===== src/rtl/led_button_ctrl.sv =====
// ---------------------------------------------------------------------------
// led_button_ctrl
//
// Button-to-LED controller for board bring-up designs. Raw active-low
// buttons are synchronised and debounced, and each debounced press produces
// a one-cycle pulse. Button 0 increments and button 1 decrements an N_LED-bit
// counter. Button 2 steps the display mode (binary, one-hot, blink).
// Buttons 3 and above only report their level and press pulse.
//
// Optional feature macro: LONG_PRESS_EN
//   When defined, holding button 0 for LONG_CYCLES cycles clears the counter
//   once per hold. When undefined, no hold logic exists and LONG_CYCLES has
//   no effect on behaviour.
//
// Ports
//   clk          in   1      system clock
//   rst          in   1      asynchronous, active-high reset
//   btn_n        in   N_BTN  raw buttons, active-low, asynchronous to clk
//   btn_level    out  N_BTN  debounced level, 1 = pressed
//   btn_pressed  out  N_BTN  one-cycle pulse on debounced release->press
//   led          out  N_LED  registered LED drive, 1 = lit
//   mode         out  2      current display mode (0 BIN, 1 ONEHOT, 2 BLINK)
// ---------------------------------------------------------------------------
module led_button_ctrl #(
    parameter int N_BTN           = 3,
    parameter int N_LED           = 3,
    parameter int DEBOUNCE_CYCLES = 50000,
    parameter int BLINK_CYCLES    = 5000000,
    parameter int LONG_CYCLES     = 100000000
) (
    input  logic             clk,
    input  logic             rst,
    input  logic [N_BTN-1:0] btn_n,
    output logic [N_BTN-1:0] btn_level,
    output logic [N_BTN-1:0] btn_pressed,
    output logic [N_LED-1:0] led,
    output logic [1:0]       mode
);

    localparam int              DB_W    = (DEBOUNCE_CYCLES > 1) ? $clog2(DEBOUNCE_CYCLES) : 1;
    localparam logic [DB_W-1:0] DB_LAST = DB_W'(DEBOUNCE_CYCLES - 1);
    localparam int              BL_W    = (BLINK_CYCLES > 1) ? $clog2(BLINK_CYCLES) : 1;
    localparam logic [BL_W-1:0] BL_LAST = BL_W'(BLINK_CYCLES - 1);

    typedef enum logic [1:0] {
        MODE_BIN    = 2'd0,
        MODE_ONEHOT = 2'd1,
        MODE_BLINK  = 2'd2
    } mode_e;

    // Parameter sanity checks, evaluated at elaboration only.
    if (N_BTN < 3) begin : g_chk_btn
        $error("led_button_ctrl: N_BTN must be at least 3");
    end
    if (N_LED < 1) begin : g_chk_led
        $error("led_button_ctrl: N_LED must be at least 1");
    end
    if (DEBOUNCE_CYCLES < 2) begin : g_chk_db
        $error("led_button_ctrl: DEBOUNCE_CYCLES must be at least 2");
    end
    if (BLINK_CYCLES < 1) begin : g_chk_blink
        $error("led_button_ctrl: BLINK_CYCLES must be at least 1");
    end
    if (LONG_CYCLES < 1) begin : g_chk_long
        $error("led_button_ctrl: LONG_CYCLES must be at least 1");
    end

    logic [N_BTN-1:0] sync1;
    logic [N_BTN-1:0] sync2;
    logic [N_BTN-1:0] pressed_raw;
    logic [DB_W-1:0]  db_cnt [N_BTN];
    logic [BL_W-1:0]  blink_cnt;
    logic             blink_phase;
    logic [N_LED-1:0] count;
    logic [N_LED-1:0] led_d;
    logic             long_clear;
    mode_e            mode_q;
    mode_e            mode_d;

    // Two-flop synchroniser. Flops reset to 1 so every button starts released.
    always_ff @(posedge clk or posedge rst) begin
        if (rst) begin
            sync1 <= '1;
            sync2 <= '1;
        end else begin
            sync1 <= btn_n;
            sync2 <= sync1;
        end
    end

    assign pressed_raw = ~sync2;

    // Debounce: a new level is accepted only after it has differed from the
    // current level for DEBOUNCE_CYCLES consecutive cycles. The press pulse
    // is registered on the same edge that the level rises.
    always_ff @(posedge clk or posedge rst) begin
        if (rst) begin
            for (int i = 0; i < N_BTN; i++) begin
                db_cnt[i] <= '0;
            end
            btn_level   <= '0;
            btn_pressed <= '0;
        end else begin
            for (int i = 0; i < N_BTN; i++) begin
                btn_pressed[i] <= 1'b0;
                if (pressed_raw[i] != btn_level[i]) begin
                    if (db_cnt[i] == DB_LAST) begin
                        btn_level[i]   <= pressed_raw[i];
                        btn_pressed[i] <= pressed_raw[i];
                        db_cnt[i]      <= '0;
                    end else begin
                        db_cnt[i] <= db_cnt[i] + DB_W'(1);
                    end
                end else begin
                    db_cnt[i] <= '0;
                end
            end
        end
    end

    // Blink timebase free-runs in every mode so the phase stays continuous
    // across mode changes.
    always_ff @(posedge clk or posedge rst) begin
        if (rst) begin
            blink_cnt   <= '0;
            blink_phase <= 1'b0;
        end else if (blink_cnt == BL_LAST) begin
            blink_cnt   <= '0;
            blink_phase <= ~blink_phase;
        end else begin
            blink_cnt <= blink_cnt + BL_W'(1);
        end
    end

`ifdef LONG_PRESS_EN
    localparam int              LG_W    = (LONG_CYCLES > 1) ? $clog2(LONG_CYCLES) : 1;
    localparam logic [LG_W-1:0] LG_LAST = LG_W'(LONG_CYCLES - 1);

    logic [LG_W-1:0] hold_cnt;
    logic            hold_done;

    // hold_done makes the clear one-shot; it only rearms once btn0 is released.
    assign long_clear = btn_level[0] && !hold_done && (hold_cnt == LG_LAST);

    always_ff @(posedge clk or posedge rst) begin
        if (rst) begin
            hold_cnt  <= '0;
            hold_done <= 1'b0;
        end else if (!btn_level[0]) begin
            hold_cnt  <= '0;
            hold_done <= 1'b0;
        end else if (long_clear) begin
            hold_done <= 1'b1;
        end else if (!hold_done) begin
            hold_cnt <= hold_cnt + LG_W'(1);
        end
    end
`else
    assign long_clear = 1'b0;
`endif

    // Up/down counter, modulo 2^N_LED. Simultaneous inc and dec cancel, and a
    // long-press clear overrides both.
    always_ff @(posedge clk or posedge rst) begin
        if (rst) begin
            count <= '0;
        end else if (long_clear) begin
            count <= '0;
        end else begin
            case ({btn_pressed[1], btn_pressed[0]})
                2'b01:   count <= count + N_LED'(1);
                2'b10:   count <= count - N_LED'(1);
                default: count <= count;
            endcase
        end
    end

    // Mode state register.
    always_ff @(posedge clk or posedge rst) begin
        if (rst) begin
            mode_q <= MODE_BIN;
        end else begin
            mode_q <= mode_d;
        end
    end

    // Mode sequencing. The unused encoding falls back to BIN on the next edge.
    always_comb begin
        mode_d = mode_q;
        case (mode_q)
            MODE_BIN:    if (btn_pressed[2]) mode_d = MODE_ONEHOT;
            MODE_ONEHOT: if (btn_pressed[2]) mode_d = MODE_BLINK;
            MODE_BLINK:  if (btn_pressed[2]) mode_d = MODE_BIN;
            default:     mode_d = MODE_BIN;
        endcase
    end

    // LED pattern for the current mode. ONEHOT folds the counter into the
    // available LED positions with a modulo.
    always_comb begin
        led_d = '0;
        case (mode_q)
            MODE_BIN:    led_d = count;
            MODE_ONEHOT: led_d = N_LED'(1) << (32'(count) % N_LED);
            MODE_BLINK:  led_d = blink_phase ? count : '0;
            default:     led_d = '0;
        endcase
    end

    always_ff @(posedge clk or posedge rst) begin
        if (rst) begin
            led <= '0;
        end else begin
            led <= led_d;
        end
    end

    assign mode = mode_q;

endmodule

===== config.mk =====
export PLATFORM = sky130hd
export DESIGN_NAME = led_button_ctrl
export DESIGN_NICKNAME = d
export VERILOG_FILES = /design/src/rtl/led_button_ctrl.sv
export SDC_FILE = /design/constraint.sdc
export NUM_CORES = 1
export LEC_CHECK = 0
export CAP_MARGIN = 5
export CORE_MARGIN = 1.5
export CORE_UTILIZATION = 55
export DETAILED_ROUTE_END_ITERATION = 16
export DONT_BUFFER_PORTS = 1
export GPL_TIMING_DRIVEN = 1
export HOLD_SLACK_MARGIN = 0.03
export PLACE_DENSITY_LB_ADDON = 0.08
export SYNTH_ARGS = -nofsm -noshare
export SYNTH_HDL_FRONTEND = slang
export SYNTH_SLANG_ARGS = --single-unit
export TNS_END_PERCENT = 20

===== constraint.sdc =====
create_clock -name clk -period 3.2 [get_ports clk]
set_clock_uncertainty 0.15 [all_clocks]
set_input_delay 0.32 -clock clk [delete_from_list [all_inputs] [get_ports clk]]
set_output_delay 0.32 -clock clk [all_outputs]
set_load 0.1 [all_outputs]

==> results of run 1 <==
-- power breakdown --
part           switching, W  internal (W)
combinational     0.0000398     0.0000172
clock              0.000403      0.000405
sequential        0.0000122       0.00118
-- state kept, by name, indices dropped and copies added, names as in the netlist --
name and cells:
blink_cnt 23, blink_phase 1, db_cnt 48, sync1 3
mode 2, btn_level 3, led 3, btn_pressed 3
sync2 3, count 3
-- metrics by stage --
step | setup WS (ns) | util [%] | cell area, um^2
after floorplan | 0.348 | - | 4410
after global placement | 1.06 | 59.0 | 4580
after detailed placement | 0.880 | 59.0 | 4580
after CTS | 0.850 | 62.2 | 4830
after global routing | 0.703 | 62.2 | 4830
final | 0.857 | 62.2 | 4830
-- per-layer routing --
metal,track usage (%),routed length (um),vias to the layer above
met5,0,0,-
met1,27.9,3850,1458
met2,29.2,3370,45
met3,4.02,274,12
li1,-,-,1507
met4,7.69,116,0
-- critical path, delay by kind of cell (launching register included) --
| family | cells | cell delay, ns |
|---|---|---|
| AO/OA/AOI/OAI | 3 | 0.57 |
| AND/OR/NAND/NOR | 2 | 0.55 |
| flip-flops | 1 | 0.43 |
| multiplexers | 1 | 0.30 |
| adder cells (fa/ha/maj) | 1 | 0.23 |
-- cells in the mapped netlist (all sizes together), types with 3 or more instances --
cell type / instances
nor2: 66
and3: 10
xor2: 16
nor4b: 4
o31ai: 4
nand4: 20
dfrtp: 86
or3: 4
nor4: 14
or4: 3
nand3: 19
buf: 4
nor2b: 3
ha: 7
a21o: 3
inv: 14
o21ai: 9
nand2: 25
and4: 5
nor3: 17
xnor2: 49
dfstp: 6
a21oi: 5
nand2b: 3
-- cells by family (layout without fill, tap and decap cells) --
group / Yosys count / in the layout / share of synthesized area (%)
AOI/OAI and AO/OA: 31 / 31 / 4.90
xor gates and xnor gates: 65 / 65 / 12.9
adders and majority gates: 8 / 8 / 2.44
buffers and inverters: 20 / 44 / 2.01
DFF: 92 / 92 / 52.3
muxes: 2 / 2 / 0.482
other: 1 / 1 / 0.0850
and+or+nand+nor: 202 / 202 / 24.9
-- layout make-up --
cell class	count	area share (%)
Sequential cell	92	47.8
Multi-Input combinational cell	309	41.7
Clock buffer	11	3.13
Tap cell	102	2.64
Timing Repair Buffer	14	2.38
Clock inverter	5	1.22
Inverter	14	1.11
-- timing repair --
action	CTS	global route
hold buffers	4	0
endpoints found under the hold margin	60	0
setup buffers	0	0
-- final timing paths --
kind	cells after the start	endpoint	slack [ns]
worst max-delay path	7	led[0]	0.86
worst min-delay path	0	sync2[1]	0.21
worst max register to register	7	led[0]	0.86
worst min register to register	0	sync2[1]	0.21
max in group asynchronous	3	led[2]	1.54
min in group asynchronous	2	db_cnt[26]	0.52
==> results.toml, run 1 <==
[clocking]
clockRootBuffer = "clkbuf_8"
ctsResizeCount = 0
cts.clk_slew.worst_paths_ns = 0.09
cts_made_buffers = 9
cts_tree = "built"
clk_latency_ns = 0.36
cts_sinks = 92
htreeDepth = 3
clockBufferDepth = 2

[critical_path]
critPathLaunchType = "register"
worst-path-max-fanout = 6
crit_chain = "nor2b_1, a21o_1, ha_1, nand3b_1, mux2_2, o22a_1, o32ai_1"
critPathCaptureType = "register"
crit_arrival_ns = 2.43
critPathSlowestCell = "dfrtp_1"
r2r-start = "count[2]"
startpoint = "count[2]"
slowest_delay_ns = 0.43
cp_data_required_time_ns = 3.29
path_class = "reg2reg"

[timing]
slew_headroom_pct = 25.8
tns_ns = 0
drv_slew = 0
finalCriticalPeriod_ns = 2.34
fmaxAchievable_mhz = 427
hold_slack_ns = 0.210
grt_setup_unrepaired = "false"
finalHoldViolCount = 0
tightestPinTransition_ns = 1.11
fin_crit_sh_pct = 73.2
setup_violations = 0

[yosys]
async_flop_share_pct = 100
ys_types = 59
netlist_area_um2 = 4410
yosysTopAreaCell = "dfrtp_1"
synth_top_area_share_pct = 48.8
synth_edf_count = 0
synth_area_per_cell_um2 = 10.5
yosysWarnings = 0
synthTopCellsByArea = "dfrtp_1, xnor2_1, nor2_1, dfstp_2, xor2_1"
synth-seq-area-share_pct = 52.3
syn-num-nets = 434
synthCells = 421
synth_top_flop_cell = "dfrtp_1"
ys_ff_latch = 92

[layout]
layout_common_cells = "dfrtp_1, nor2_1, xnor2_1, nand2_1"
fillers = 675
seq_area_um2 = 2310
area_growth_pct = 9.47
drive_gt1_share_pct = 10.3
n_antenna_cell = 0
final_common_cell = "dfrtp_1"
nNetsFinal = 453
multi_input_comb_area_um2 = 2020
finalNonFillerCells = 547

[detailed_routing]
drc_errors = 0
postRouteAntennaNets = 0
vias = 3022
routed_via_density = 5.52
drt-total-wl_um = 7610
drtIter0Drc = 164
wl_per_cell_um = 13.9
dr.pass1.iters = 5

[placement]
portBuffers = 0
dp_cells = 527
hpwl_um = 5250
gp_congestion = 0.824

[power_and_ir_drop]
p_per_area_nw_per_um2 = 425
totalPowerFinal_w = 0.00206
peakVddDrop_v = 0.000351
p_leak_nw = 2.03

[floorplan]
initial_core_util_pct = 56.8
core_area_um2 = 7770
fp.dieH_um = 92.6
die_w_um = 92.6
rows = 32
die_area_um2 = 8570
boundaryPins = 16

[min_path]
holdCritStartpoint = "sync1[1]"
hp-class = "reg2reg"

[flow_run]
maxCapViolCount = 0

[global_routing]
grt_pass1_vias = 2909
antenna_found_initial = 0
overflow = 0
grt_pass1_wl_um = 13200
grt_max_degree = 66
grtUsageTotal_pct = 19.5

[outcome]
status = "finished, final reports clean"
No activity file was read; power rests on OpenSTA's default activity.
==> run 2: changes to the inputs <==
clock period = 2.2 ns   (was 3.2 ns; I/O delays follow)
==> run 2 against run 1 <==
Net effect:
- die area did not move
- power is 49% higher
- clock power increased by 53%
- fmax grew 16%
- global-route usage rose by 1.1 points
- first-iteration DRC count fell by 1.2%
- sequential share of layout area is 0.81 points lower
- combinational power grew 45%
- routed wire length decreased by 0.89%
- highest routed layer unchanged
- register-to-register slack got worse by 0.68 ns
- sequential cell count is the same
- critical path type unchanged
- design area grew 1.8%
==> results.toml, run 2 (synthesized netlist as in run 1, its figures left out) <==
[outcome]
status = "finished, final reports clean"

[placement]
pre_cts_slack_ns = 0.142
dp_cells = 534
hpwl_um = 5130
gp_congestion = 0.830
portBuffers = 0

[floorplan]
boundaryPins = 16
die_w_um = 92.6
fp.dieH_um = 92.6
rows = 32
die_area_um2 = 8570
initial_core_util_pct = 56.8
core_area_um2 = 7770

[global_routing]
antenna_found_initial = 0
grt_max_degree = 93
grt_pass1_vias = 3034
overflow = 0
grtUsageTotal_pct = 20.6
grt_pass1_wl_um = 13900

[critical_path]
crit_arrival_ns = 2.14
slowest_delay_ns = 0.38
reg2reg_slack_ns = 0.18
path_class = "reg2reg"
critPathCaptureType = "register"
worst-path-max-fanout = 4
critPathSlowestCell = "dfrtp_1"
critPathLaunchType = "register"
crit_cells = 8
r2r_cells = 8
cp_top_family = "compound AO/OA/AOI/OAI gates"
crit_chain = "inv_1, nor2_2, a21o_1, ha_1, nand3b_1, mux2_2, o22a_1, o32ai_2"
cp_data_required_time_ns = 2.31
critPathBufInv = 1

[power_and_ir_drop]
peakVddDrop_v = 0.000515
net-switching-power_w = 0.000644
p_leak_nw = 2.07
p_sw_share_pct = 21.1
clockPowerShare_pct = 40.6
internal-power_w = 0.00241
seq_power_share_pct = 56.7
comb_power_share_pct = 2.7
p_per_area_nw_per_um2 = 621

[clocking]
cts.clk_slew.worst_paths_ns = 0.08
cts_sinks = 92
clockBufferDepth = 2
clk_latency_ns = 0.36
cts_made_buffers = 9
post-cts-setup-buffer-count = 0
clockRootBuffer = "clkbuf_8"
htreeDepth = 3
cts_tree = "built"

[layout]
finalNonFillerCells = 554
nNetsFinal = 460
largest_register_ff_count = 48
layout_common_cells = "dfrtp_1, nor2_1, xnor2_1, nand2_1"
reg_top3 = "db_cnt: 48 flops, blink_cnt: 23 flops"
drive_gt1_share_pct = 11.9
post-route-util_pct = 63.3
n_antenna_cell = 0
final_common_cell = "dfrtp_1"
largest-register = "db_cnt"
area_growth_pct = 11.4

[timing]
slew_headroom_pct = 66.3
grt_setup_unrepaired = "false"
drv_slew = 0
fin_crit_sh_pct = 91.9
tightestPinTransition_ns = 0.502
finalCriticalPeriod_ns = 2.02
hold_slack_ns = 0.208
fmaxAchievable_mhz = 495
setup_violations = 0
worst_slack_ns = 0.178
finalHoldViolCount = 0

[detailed_routing]
drt-total-wl_um = 7540
vias = 3048
drc_errors = 0
wl_per_cell_um = 13.6
routed_via_density = 5.50
dr.pass1.iters = 4
drtIter0Drc = 162
postRouteAntennaNets = 0

[min_path]
hp-class = "reg2reg"
min_path_cells = 0

[flow_run]
maxCapViolCount = 0
run 2: power groups by stage:
stage	combinational (W)	sequential [W]	clock (W)
2_1_floorplan	0.0000603	0.00176	0
3_3_place_gp	0.0000797	0.00176	0
3_5_place_dp	0.0000801	0.00176	0
4_1_cts	0.0000864	0.00173	0.00128
5_1_grt	0.0000983	0.00173	0.00135
6_report	0.0000824	0.00173	0.00124
run 2: worst register-to-register path: stages (launching register included):
cell and delay (ns):
dfrtp_1 0.38, inv_1 0.11, nor2_2 0.12, a21o_1 0.13, ha_1 0.23, nand3b_1 0.17, mux2_2 0.29, o22a_1 0.19
o32ai_2 0.18
run 2: timing repair:
item / CTS / global route
hold buffers: 4 / 0
endpoints found under the hold margin: 89 / 0
endpoints found under the setup margin: 0 / 1
gates resized for setup: 0 / 3
run 2: layer usage:
layer | up-vias | share of wire (%) | track usage [%]
met3 | 14 | 3.5 | 4.11
met1 | 1458 | 51 | 28.9
li1 | 1527 | - | -
met5 | - | 0 | 0
met4 | 0 | 2.2 | 10.0
met2 | 49 | 43 | 30.6
run 2: worst paths after layout:
kind	startpoint	to
max	count[1]	led[0]
min	sync1[1]	sync2[1]
max reg2reg	count[1]	led[0]
min reg2reg	sync1[1]	sync2[1]
max in group asynchronous	rst	count[2]
min in group asynchronous	rst	db_cnt[12]
run 2: area by class of cell:
type / count / area (um^2)
flip-flops and latches: 92 / 2310
clock buffers: 12 / 145
well taps: 102 / 128
multi-input cells: 309 / 2030
repair buffers: 21 / 180
clock inverters: 4 / 72.6
fillers: 645 / 2850
inverters: 14 / 56.3
run 2: per-stage QoR:
stage | total power, W | area, um^2 | setup TNS, ns
2_1_floorplan | 0.00182 | 4420 | -0.0465
4_1_cts | 0.00309 | 4910 | 0
6_report | 0.00305 | 4920 | 0
3_3_place_gp | 0.00184 | 4650 | 0
5_1_grt | 0.00318 | 4920 | 0
3_5_place_dp | 0.00184 | 4650 | 0
==> run 3: changes to the inputs <==
PLACE_DENSITY = 0.7   (was default)
PLACE_DENSITY_LB_ADDON = default   (was 0.08)
==> run 3 against run 2 <==
Net effect:
- combinational power is 11% higher
- sequential share of layout area is 0.45 points lower
- utilization is 0.58 points higher
- fmax is 4.0% lower
- sequential power hardly changed
- largest power group unchanged
- highest routed layer unchanged
==> results.toml, run 3 (synthesized netlist as in run 1, its figures left out) <==
[outcome]
status = "finished, final reports clean"

[clocking]
clockRootBuffer = "clkbuf_8"
cts_sinks = 92
clk_latency_ns = 0.35
clockBufferDepth = 2
htreeDepth = 3
cts_made_buffers = 9
cts_tree = "built"
cts.clk_slew.worst_paths_ns = 0.09

[critical_path]
r2r_cells = 7
path_class = "reg2reg"
cp_data_required_time_ns = 2.31
critPathCaptureType = "register"
slowest_delay_ns = 0.45
r2r-start = "count[2]"
critPathLaunchType = "register"
crit_chain = "nor2b_1, a21o_1, ha_1, nand3b_1, mux2_2, o22a_1, o32ai_1"
r2r-end = "led[0]"
worst-path-max-fanout = 5
crit_arrival_ns = 2.21
critPathSlowestCell = "dfrtp_1"
cp_top_family = "compound AO/OA/AOI/OAI gates"
reg2reg_slack_ns = 0.09
critPathBufInv = 0

[floorplan]
die_area_um2 = 8570
initial_core_util_pct = 56.8
fp.dieH_um = 92.6
boundaryPins = 16
die_w_um = 92.6
rows = 32
core_area_um2 = 7770

[placement]
pre_cts_slack_ns = 0.151
gp_congestion = 0.856
hpwl_um = 5510
portBuffers = 0

[layout]
area_growth_pct = 12.4
n_antenna_cell = 0
reg_top3 = "db_cnt: 48 flops, blink_cnt: 23 flops"
layout_common_cells = "dfrtp_1, nor2_1, xnor2_1, nand2_1, buf_4"
nNetsFinal = 465
drive_gt1_share_pct = 12.9
largest_register_ff_count = 48
largest-register = "db_cnt"
final_common_cell = "dfrtp_1"
post-route-util_pct = 63.9

[timing]
slew_headroom_pct = 48.6
fmaxAchievable_mhz = 475
setup_violations = 0
hold_slack_ns = 0.204
finalCriticalPeriod_ns = 2.11
finalHoldViolCount = 0
fin_crit_sh_pct = 95.7
tightestPinTransition_ns = 0.770
drv_slew = 0
worst_slack_ns = 0.0935

[flow_run]
maxCapViolCount = 0

[global_routing]
grt_pass1_wl_um = 14100
grt_pass1_vias = 3069
grt_use_met2_pct = 32.8
grtUsageTotal_pct = 20.7
gr-usage-met3_pct = 3.20
grt_use_met1_pct = 28.7
busiest_layer = "met2"
antenna_found_initial = 0
grt_max_degree = 35
overflow = 0

[min_path]
hold_end = "sync2[1]"
hp-class = "reg2reg"
min_path_cells = 0
holdCritStartpoint = "sync1[1]"

[power_and_ir_drop]
p_leak_nw = 2.11
peakVddDrop_v = 0.000403
totalPowerFinal_w = 0.00312
p_per_area_nw_per_um2 = 629

[detailed_routing]
wl_per_cell_um = 14.3
routed_via_density = 5.64
vias = 3152
dr.pass1.iters = 4
drt-total-wl_um = 7990
postRouteAntennaNets = 0
drc_errors = 0
drtIter0Drc = 132
==> run 3: cell types whose count changed in the layout (fill, tap and decap cells not counted) <==
cell	previous run	this run
clkinvlp_4	2	1
inv_6	0	1
dfrtp_2	1	0
buf_4	16	21
clkbuf_1	2	0
o32ai_1	0	1
clkinv_4	0	1
clkbuf_8	10	11
dfrtp_1	85	86
o32ai_2	1	0
==> run 3: stage by stage <==
stage,area (um^2),std cells,TNS (ns)
global route,4960,559,-0.0422
detailed placement,4680,538,0
CTS,4950,558,0
finish,4960,559,0
global placement,4680,538,0
floorplan,4420,421,-0.0465
==> run 3: final cells by class <==
| class | instances | area, um^2 |
|---|---|---|
| fill | 627 | 2800 |
| sequential | 92 | 2310 |
| multi-input combinational | 309 | 2020 |
| timing repair buffer | 26 | 218 |
| clock buffer | 11 | 151 |
| tap | 102 | 128 |
| clock inverter | 5 | 82.6 |
| inverter | 14 | 56.3 |
==> run 3: report_power, final <==
part | internal (W) | total (W) | switching [W]
combinational | 0.0000311 | 0.0000911 | 0.0000600
clock | 0.000707 | 0.00130 | 0.000593
sequential | 0.00171 | 0.00173 | 0.0000179
total | 0.00245 | 0.00312 | 0.000670
==> run 3: per-layer routing <==
metal	routed length, um	share of wire, %
met1	3890	49
met2	3690	46
met3	292	3.7
met4	114	1.4
met5	0	0
==> run 3: worst max path at each step <==
stage,to,start,depth (start not counted),slack [ns]
after detailed placement,led[0],count[1],8,0.15
final,led[0],count[2],7,0.09
after global routing,led[0],count[1],8,-0.04
after global placement,led[0],count[1],8,0.21
after floorplan,count[2],btn_pressed[1],6,-0.05
after CTS,led[0],count[1],8,0.12
==> run 3: what timing repair did <==
| item | CTS | global route |
|---|---|---|
| gates resized for setup | 0 | 1 |
| hold buffers | 4 | 0 |
| hold endpoints to repair | 32 | 0 |
| setup endpoints to repair | 0 | 1 |
| buffers inserted | 0 | 1 |
==> run 3: worst reg2reg max path, stage by stage (launching register included) <==
cell and delay (ns):
dfrtp_1 0.45, nor2b_1 0.22, a21o_1 0.11, ha_1 0.22, nand3b_1 0.18, mux2_2 0.29, o22a_1 0.18, o32ai_1 0.21
